### config.mk
export PLATFORM = sky130hd
export DESIGN_NAME = hyper_trap_arb
export DESIGN_NICKNAME = d
export VERILOG_FILES = /design/src/rtl/hyper_trap_arb_pkg.sv /design/src/rtl/hyper_trap_arb_prio_enc.sv /design/src/rtl/hyper_trap_arb.sv
export SDC_FILE = /design/constraint.sdc
export NUM_CORES = 1
export LEC_CHECK = 0
export CAP_MARGIN = 20
export CORE_AREA = 2 2 63 65
export DETAILED_ROUTE_END_ITERATION = 10
export DIE_AREA = 0 0 65 67
export PLACE_DENSITY = 0.85
export SYNTH_ARGS = -nofsm -noshare
export SYNTH_HDL_FRONTEND = slang
export SYNTH_SLANG_ARGS = --single-unit
export TNS_END_PERCENT = 1
### constraint.sdc
create_clock -name clk -period 2.25 [get_ports clk]
set_clock_uncertainty 0.05 [all_clocks]
set_input_delay 0.45 -clock clk [delete_from_list [all_inputs] [get_ports clk]]
set_output_delay 0.45 -clock clk [all_outputs]
set_load 0.02 [all_outputs]
### src/rtl/hyper_trap_arb_pkg.sv
// Hypervisor trap arbiter shared types.
// FSM encodings and trap port constants.
package hyper_trap_arb_pkg;

  localparam int HYPER_TRAP_PORT_W = 7;
  localparam logic [6:0] HYPER_TRAP_EXT_BASE = 7'h40;

  typedef enum logic [2:0] {
    ARB_IDLE    = 3'd0,
    ARB_ISSUE   = 3'd1,
    ARB_WAIT_IN = 3'd2,
    ARB_IN_HYP  = 3'd3,
    ARB_HOLD    = 3'd4
  } arb_state_t;

  // Port number of external source i.
  function automatic logic [6:0] ext_port(
    input logic [6:0] base,
    input logic [6:0] i
  );
    return base + i;
  endfunction

endpackage

### src/rtl/hyper_trap_arb_prio_enc.sv
// Fixed-priority encoder, lowest index wins.
// Purely combinational.
module hyper_trap_arb_prio_enc #(
  parameter int N  = 5,
  parameter int IW = 3
) (
  input  logic [N-1:0]  req,
  output logic          valid,
  output logic [IW-1:0] idx
);

  // Scan from the top so the lowest set bit is the last assignment.
  always_comb begin
    valid = |req;
    idx   = '0;
    for (int i = N - 1; i >= 0; i--) begin
      if (req[i]) idx = IW'(i);
    end
  end

endmodule

### src/rtl/hyper_trap_arb.sv
// Hypervisor trap arbiter: latches trap events,
// grants one at a time, tracks the hypervisor lifecycle.
module hyper_trap_arb
  import hyper_trap_arb_pkg::*;
#(
  parameter int         NUM_SRC      = 4,
  parameter logic [6:0] EXT_BASE     = HYPER_TRAP_EXT_BASE,
  parameter int         ENTER_TMO    = 64,
  parameter int         HOLDOFF_INSN = 1
) (
  input  logic               clk,
  input  logic               reset,
  input  logic               ready,
  input  logic               cpu_sync,
  input  logic               hyper_mode,
  input  logic               sw_trap_req,
  input  logic [5:0]         sw_trap_port,
  input  logic [NUM_SRC-1:0] src_req,
  input  logic [NUM_SRC-1:0] src_en,
  input  logic               err_clr,
  output logic               enter_req,
  output logic [6:0]         trap_port,
  output logic [6:0]         last_cause,
  output logic [NUM_SRC-1:0] pending,
  output logic               busy,
  output logic               sw_overrun,
  output logic               tmo_err
);

  localparam int NR = NUM_SRC + 1;
  localparam int IW = $clog2(NR);
  localparam int TW =
    (ENTER_TMO > 1) ? $clog2(ENTER_TMO) : 1;
  localparam int HW =
    (HOLDOFF_INSN > 0) ? $clog2(HOLDOFF_INSN + 1) : 1;
  localparam logic [TW-1:0] TMO_LAST = TW'(ENTER_TMO - 1);
  localparam logic [HW-1:0] HOLD_MAX = HW'(HOLDOFF_INSN);

  if (int'(EXT_BASE) + NUM_SRC - 1 > 127) begin : g_port_chk
    $error("hyper_trap_arb: EXT_BASE+NUM_SRC-1 exceeds 7'h7F");
  end
  if (NUM_SRC < 1 || NUM_SRC > 16) begin : g_src_chk
    $error("hyper_trap_arb: NUM_SRC must be 1..16");
  end

  arb_state_t state, state_nxt;

  logic [NUM_SRC-1:0] pend;
  logic               sw_pend;
  logic [5:0]         sw_port_q;
  logic [TW-1:0]      tmo_cnt, tmo_nxt;
  logic [HW-1:0]      hold_cnt, hold_nxt;
  logic               enter_nxt;
  logic               grant;
  logic               tmo_set;

  logic [NR-1:0]      cand;
  logic               cand_vld;
  logic [IW-1:0]      cand_idx;
  logic [NR-1:0]      clr;
  logic [6:0]         win_port;
  logic               sw_acc;
  logic               sw_drop;

  // Writes during hyper_mode are exits and belong to hyper_ctrl.
  assign sw_acc  = sw_trap_req & ~sw_pend & ~hyper_mode;
  assign sw_drop = sw_trap_req &  sw_pend & ~hyper_mode;

  assign cand = {pend & src_en, sw_pend};

  hyper_trap_arb_prio_enc #(
    .N  (NR),
    .IW (IW)
  ) u_enc (
    .req   (cand),
    .valid (cand_vld),
    .idx   (cand_idx)
  );

  assign win_port = (cand_idx == '0)
    ? {1'b0, sw_port_q}
    : ext_port(EXT_BASE, 7'(cand_idx) - 7'd1);

  assign clr = grant ? (NR'(1) << cand_idx) : '0;

  assign pending = pend;

  // Next-state, grant decision and counter updates.
  always_comb begin
    state_nxt = state;
    grant     = 1'b0;
    enter_nxt = enter_req;
    tmo_nxt   = tmo_cnt;
    hold_nxt  = hold_cnt;
    tmo_set   = 1'b0;
    unique case (state)
      ARB_IDLE: begin
        if (!hyper_mode && cand_vld && ready) begin
          grant     = 1'b1;
          enter_nxt = 1'b1;
          state_nxt = ARB_ISSUE;
        end
      end
      ARB_ISSUE: begin
        if (ready) begin
          enter_nxt = 1'b0;
          tmo_nxt   = '0;
          state_nxt = ARB_WAIT_IN;
        end
      end
      ARB_WAIT_IN: begin
        if (hyper_mode) begin
          state_nxt = ARB_IN_HYP;
        end else if (tmo_cnt == TMO_LAST) begin
          tmo_set   = 1'b1;
          state_nxt = ARB_IDLE;
        end else begin
          tmo_nxt = tmo_cnt + 1'b1;
        end
      end
      ARB_IN_HYP: begin
        if (!hyper_mode) begin
          hold_nxt  = '0;
          state_nxt = (HOLDOFF_INSN == 0)
            ? ARB_IDLE : ARB_HOLD;
        end
      end
      ARB_HOLD: begin
        if (hyper_mode) begin
          state_nxt = ARB_IN_HYP;
        end else begin
          if (ready && cpu_sync && hold_cnt != HOLD_MAX)
            hold_nxt = hold_cnt + 1'b1;
          if (hold_nxt == HOLD_MAX)
            state_nxt = ARB_IDLE;
        end
      end
      default: state_nxt = ARB_IDLE;
    endcase
  end

  // FSM state, handshake output and counters.
  always_ff @(posedge clk or posedge reset) begin
    if (reset) begin
      state     <= ARB_IDLE;
      busy      <= 1'b0;
      enter_req <= 1'b0;
      tmo_cnt   <= '0;
      hold_cnt  <= '0;
    end else begin
      state     <= state_nxt;
      busy      <= (state_nxt != ARB_IDLE);
      enter_req <= enter_nxt;
      tmo_cnt   <= tmo_nxt;
      hold_cnt  <= hold_nxt;
    end
  end

  // Winner port capture.
  always_ff @(posedge clk or posedge reset) begin
    if (reset) begin
      trap_port  <= '0;
      last_cause <= '0;
    end else if (grant) begin
      trap_port  <= win_port;
      last_cause <= win_port;
    end
  end

  // Pending latches; a new event beats its own grant clear.
  always_ff @(posedge clk or posedge reset) begin
    if (reset) begin
      pend      <= '0;
      sw_pend   <= 1'b0;
      sw_port_q <= '0;
    end else begin
      pend    <= (pend & ~clr[NR-1:1]) | src_req;
      sw_pend <= (sw_pend & ~clr[0]) | sw_acc;
      if (sw_acc) sw_port_q <= sw_trap_port;
    end
  end

  // Sticky error flags; a fresh error beats err_clr.
  always_ff @(posedge clk or posedge reset) begin
    if (reset) begin
      sw_overrun <= 1'b0;
      tmo_err    <= 1'b0;
    end else begin
      sw_overrun <= sw_drop | (sw_overrun & ~err_clr);
      tmo_err    <= tmo_set | (tmo_err & ~err_clr);
    end
  end

endmodule

---- After elaboration in Yosys (flattened, before gate mapping) ----
Cells that the tools add are included.
Widths: inputs -> output; s select.
word-level totals
  input bits .............................. 21
  output and inout bits ................... 22
  word-level logic and storage cells ...... 94
  bits in registers ....................... 32
operators by class
  bitwise logic cells ..................... 19
  shift operators ......................... 1
  $add $sub $neg .......................... 4
  eq/ne operators ......................... 11
  reductions and logical operators ........ 15
  multiplexer cells ....................... 33
operators by type and width
  kind                 number
  $mux 3               12
  $mux 6               3
  $pmux 3 s5           1
  $mux 1               12
  $ne 2x2->1 const B   6
  $pmux 6 s2           1
  $and 4x4->4          2
  $add 7x7->7 const A  1
  $and 1x1->1          7
  $mux 7               1
  $add 6x1->6 const B  1
  $eq 3x2->1 const B   2
  $eq 6x6->1 const B   1
  $logic_not 3->1      2
  $reduce_and 3->1     2
  $reduce_bool 2->1    3
  $mux 5               1
  $not 1->1            5
  $reduce_or 5->1      1
  $shl 1x3->5 const A  1
  $logic_and 1x1->1    4
  $not 4->4            1
  $or 4x4->4           1
  $pmux 1 s2           2
  8 further kinds      10

---- Depth between registers and ports, before layout ----
Gate-level depths: netlist of the first run.
  depth after elaboration ................. 11
  gate-level depth with buffers ........... 9
  gate-level depth less buffers ........... 8

---- By module ----
A second synthesis of the first run with hierarchy kept.
second synthesis, totals
  cells, all modules ...................... 173
  area total of the unflattened synthesis .. 1707.9 um^2
by module, submodules not included
  module                   sequential area each (um^2)  cells an instance  times used  area each (um^2)
  hyper_trap_arb           800.8                        165                1           1659.1
  hyper_trap_arb_prio_enc  0.0                          8                  1           48.8

---- Worst setup path after synthesis of the first run ----
Ideal clock, no wire load.
  kind .................................... register to register
  from .................................... register pend[1], in the netlist pending[1]
  to ...................................... register last_cause[2]
  cell stages (with the launch flop) ...... 10
  path slack .............................. 338 ps
  arrival ................................. 1785 ps
  clock period less this slack ............ 1912 ps
  library setup time ...................... 77 ps
  path buffers ............................ 1
  required time ........................... 2123 ps
  path through ............................ dfrtp_1 nand2_1 nand3_1 a21oi_1 inv_1 ha_1 clkbuf_1 mux2i_1 a22o_1 a21oi_1
between the ends
  word-level cells in the longest chain between the ends .. 7
  elaborated cells between the ends (all ways) .. 13
  those cells by class .................... add/sub (2); mux (6); bitwise (1); reduce/logical (4)
RTL lines
  element                   RTL line                       RTL
  start: declaration        hyper_trap_arb.sv:48           logic [NUM_SRC-1:0] pend;
  start signal: assignment  hyper_trap_arb.sv:177          pend <= (pend & ~clr[NR-1:1]) | src_req;
  $and 4x4->4 *             hyper_trap_arb.sv:69           assign cand = {pend & src_en, sw_pend};
  $mux 3 (3 in a row)       hyper_trap_arb_prio_enc.sv:17  if (req[i]) idx = IW'(i);
  $sub 3x1->4               hyper_trap_arb.sv:82           : ext_port(EXT_BASE, 7'(cand_idx) - 7'd1);
  $add 7x7->7               hyper_trap_arb_pkg.sv:21       return base + i;
  $mux 7                    hyper_trap_arb.sv:81           ? {1'b0, sw_port_q}
  end signal: assignment    hyper_trap_arb.sv:166          last_cause <= win_port;
  end: declaration          hyper_trap_arb.sv:23           output logic [6:0] last_cause,
Mark *: on every way between the ends. The rest lies on a longest branch, timed or not.
A chain may end at the register's enable or synchronous reset.

---- Worst setup path in the final report of the first run ----
  from .................................... input port src_en[1]
  to ...................................... register last_cause[0]
between the ends
  word-level cells in the longest chain between the ends .. 7
  elaborated cells between the ends (all ways) .. 13
  those cells by class .................... add/sub (2); mux (6); bitwise (1); reduce/logical (4)
RTL lines
  element              RTL line                       RTL
  start: declaration   hyper_trap_arb.sv:19           input logic [NUM_SRC-1:0] src_en,
  $and 4x4->4 *        hyper_trap_arb.sv:69
  $mux 3 (3 in a row)  hyper_trap_arb_prio_enc.sv:17
  $sub 3x1->4          hyper_trap_arb.sv:82
  $add 7x7->7          hyper_trap_arb_pkg.sv:21
  $mux 7               hyper_trap_arb.sv:81
Marks and branches as above.

==> metrics.txt, run 1 <==
Worst setup EP type=register; post-layout minimum cycle time=2.02 ns; Synth Flop Type=dfrtp_1; Initial DRT Pass Iterations=4; Hold Buf Count CTS=0; Synth Area in Simple Gates=19.0%; largest net degree at the start of global routing=33; DRT antenna net count=0; Max Root-Sink Buffers=2; Period Utilization, post-route=89.6%; Worst Path Required=2.36 ns; TritonCTS clock tree=done; final WL=3550 µm; Final WS setup=0.234 ns; Post-route DRC=0; GRT Residual Overflow=0; Post-Syn Nets=187; diode count=0; sequential element share of the synthesized area=47.6%; Slowest cell on crit path=clkdlybuf4s50_1; Core Region=3610 µm²; synth top area cells=dfrtp_1 48%, mux2_2 4.0%, ha_1 3.7%; antenna violations before repair=0; pwr/cell area=1140 nW/µm²; Final GP Congestion=0.790; Post-Synth Adder-Cell Area=3.72%; Arr. time, crit path=2.13 ns; Initial DRC Count=98; largest family of logic cells by synthesized area=compound AO/OA/AOI/OAI gates; I/O pin cnt=43; WP buf/inv=1; cell area after synthesis=1680 µm²; cts repair resizes=0; leading cell types by count after synthesis=32 x dfrtp_1, 15 x nand2_1, 11 x a21oi_1; CP Launch Type=input port; Max FO, Critical Path=8; max frequency=496 MHz; final setup vio count=0; nets=237; Synth cell types=43; synthesis-to-finish area growth=36.2%; Die Wd=65 µm; global-route wire length before repair=5960 µm; Synth Area in XOR/XNOR=0%; Synth Area in Compound Gates=19.0%; slowest stage delay, CP=0.44 ns; clock sink count=32; height of the die=67 µm; CTS H-tree depth=2; max_slew headroom=73.7%; leading area contributor after synthesis=dfrtp_1; placed insts=252; die area=4360 µm²; critical-path cell list=clkdlybuf4s50_1, a22o_1, nand2_1, ha_1, a21oi_1, o21ai_0, o211ai_1; number of post-CTS setup repair buffers=0; Via density=5.45; Leakage=0.995 nW; syn avg cell area=10.4 µm²; delay-heaviest family, CP=compound AO/OA/AOI/OAI gates; vias=1416; Async S/R FF share, synth=100%; RSZ-0062 raised after global routing=no; # rows=22; WL/cell=13.7 µm; clk_lat worst skew=0.29 ns; vias in the first global route=1322; Peak VDD IR=476 µV; outcome=finished, final reports clean; Worst-Margin Slew=0.384 ns; FF+latch count, synth=32; Post-synth EDFFs=0; final hold vios=0; Mapped Cells=161; gr usage total=18.6%; Synth top area share=47.6%; maxcap violations=0; WHS=0.428 ns; Final Max Slew Viols=0; fin cells=260; multiplexer share of the synthesized area=4.61%; Port Buffer Count=42; share of post-route cells with drive strength above 1=17.5%; clk slew on worst S/H paths=0.07 ns; Initial Util=46.6%; Yosys warning count=0; Root Driver=clkbuf_8; Place WS=-0.0556 ns; most frequent cell after synthesis=dfrtp_1; CP Class=input port to register; Hold WC Path Type=register to register; Tot Pwr=2.61 mW; Num CTS Buffers=5; hpwl dp=2680 µm
-- stage by stage --
step / area [µm²] / util, % / TNS [ns]
CTS: 2290 / 63.5 / 0
global route: 2290 / 63.5 / 0
finish: 2290 / 63.5 / 0
global placement: 2180 / 60.4 / -0.0166
floorplan: 1680 / - / 0
detailed placement: 2180 / 60.4 / -0.119
-- final timing paths --
path                                  from            end  slack (ns)  cells past startpoint
worst max-delay path             src_en[1]  last_cause[0]        0.23                      7
worst min-delay path             enter_req      enter_req        0.43                      2
worst max register to register  pending[1]  last_cause[0]        0.39                      6
worst min register to register   enter_req      enter_req        0.43                      2
max in group asynchronous            reset           busy        1.38                      3
min in group asynchronous            reset     tmo_cnt[1]        0.48                      3
-- power by group --
part / leakage, nW / switching (mW) / internal [mW] / total, mW
Combinational: 0.554 / 0.546 / 0.586 / 1.13
Sequential: 0.387 / 0.167 / 0.767 / 0.934
Clock: 0.0541 / 0.218 / 0.327 / 0.545
-- per-layer routing --
metal / GRT usage, % / wire length [µm] / vias to the layer above
li1: - / - / 686
met1: 24.3 / 1650 / 666
met2: 27.4 / 1610 / 58
met3: 5.41 / 223 / 6
met4: 10.4 / 72 / 0
met5: 0 / 0 / -
-- final cells by class --
cell class | count | area [µm²]
Inverter | 6 | 22.5
Tap cell | 48 | 60.1
Sequential cell | 32 | 801
Fill cell | 279 | 1320
Clock buffer | 5 | 68.8
Clock inverter | 3 | 42.5
Multi-Input combinational cell | 111 | 778
Timing Repair Buffer | 55 | 518
-- registers in the layout, summed over array words and instances, names as in the netlist --
register / flops
busy: 1
enter_req: 1
hold_cnt: 1
last_cause: 7
pending: 4
state: 3
sw_overrun: 1
sw_pend: 1
sw_port_q: 6
tmo_cnt: 6
tmo_err: 1
-- tightest hold or removal path: cells and delay by family, from the launching register on --
family / cells / cell delay [ns]
flip-flops: 1 / 0.35
AND/OR/NAND/NOR: 2 / 0.10
-- placed cells by master, fill, tap and decap left out, types with 3 or more instances in the layout --
cell type	n
o21ai_0	6
nor2_1	5
clkdlybuf4s50_1	42
a21o_1	7
o211ai_1	3
clkbuf_8	5
nand4_1	3
nand3_1	7
buf_4	13
a21oi_1	11
ha_1	5
a22o_1	3
inv_1	6
o31ai_1	6
mux2_2	6
dfrtp_1	32
and3_1	3
nand2_1	15
-- logic make-up after synthesis --
group	Yosys count
and+or+nand+nor	54
AOI/OAI and AO/OA	45
DFF	32
buffers and inverters	18
muxes	7
adders and majority gates	5
Power figures use the tool's default switching activity.
==> run 2: changes to the inputs <==
--- a/config.mk
+++ b/config.mk
@@ -13,4 +13,4 @@
 export SYNTH_ARGS = -nofsm -noshare
 export SYNTH_HDL_FRONTEND = slang
 export SYNTH_SLANG_ARGS = --single-unit
-export TNS_END_PERCENT = 1
+export TNS_END_PERCENT = 10
==> results of run 2 <==
Same layout as run 1: the final DEF is identical, and so are final timing and power.
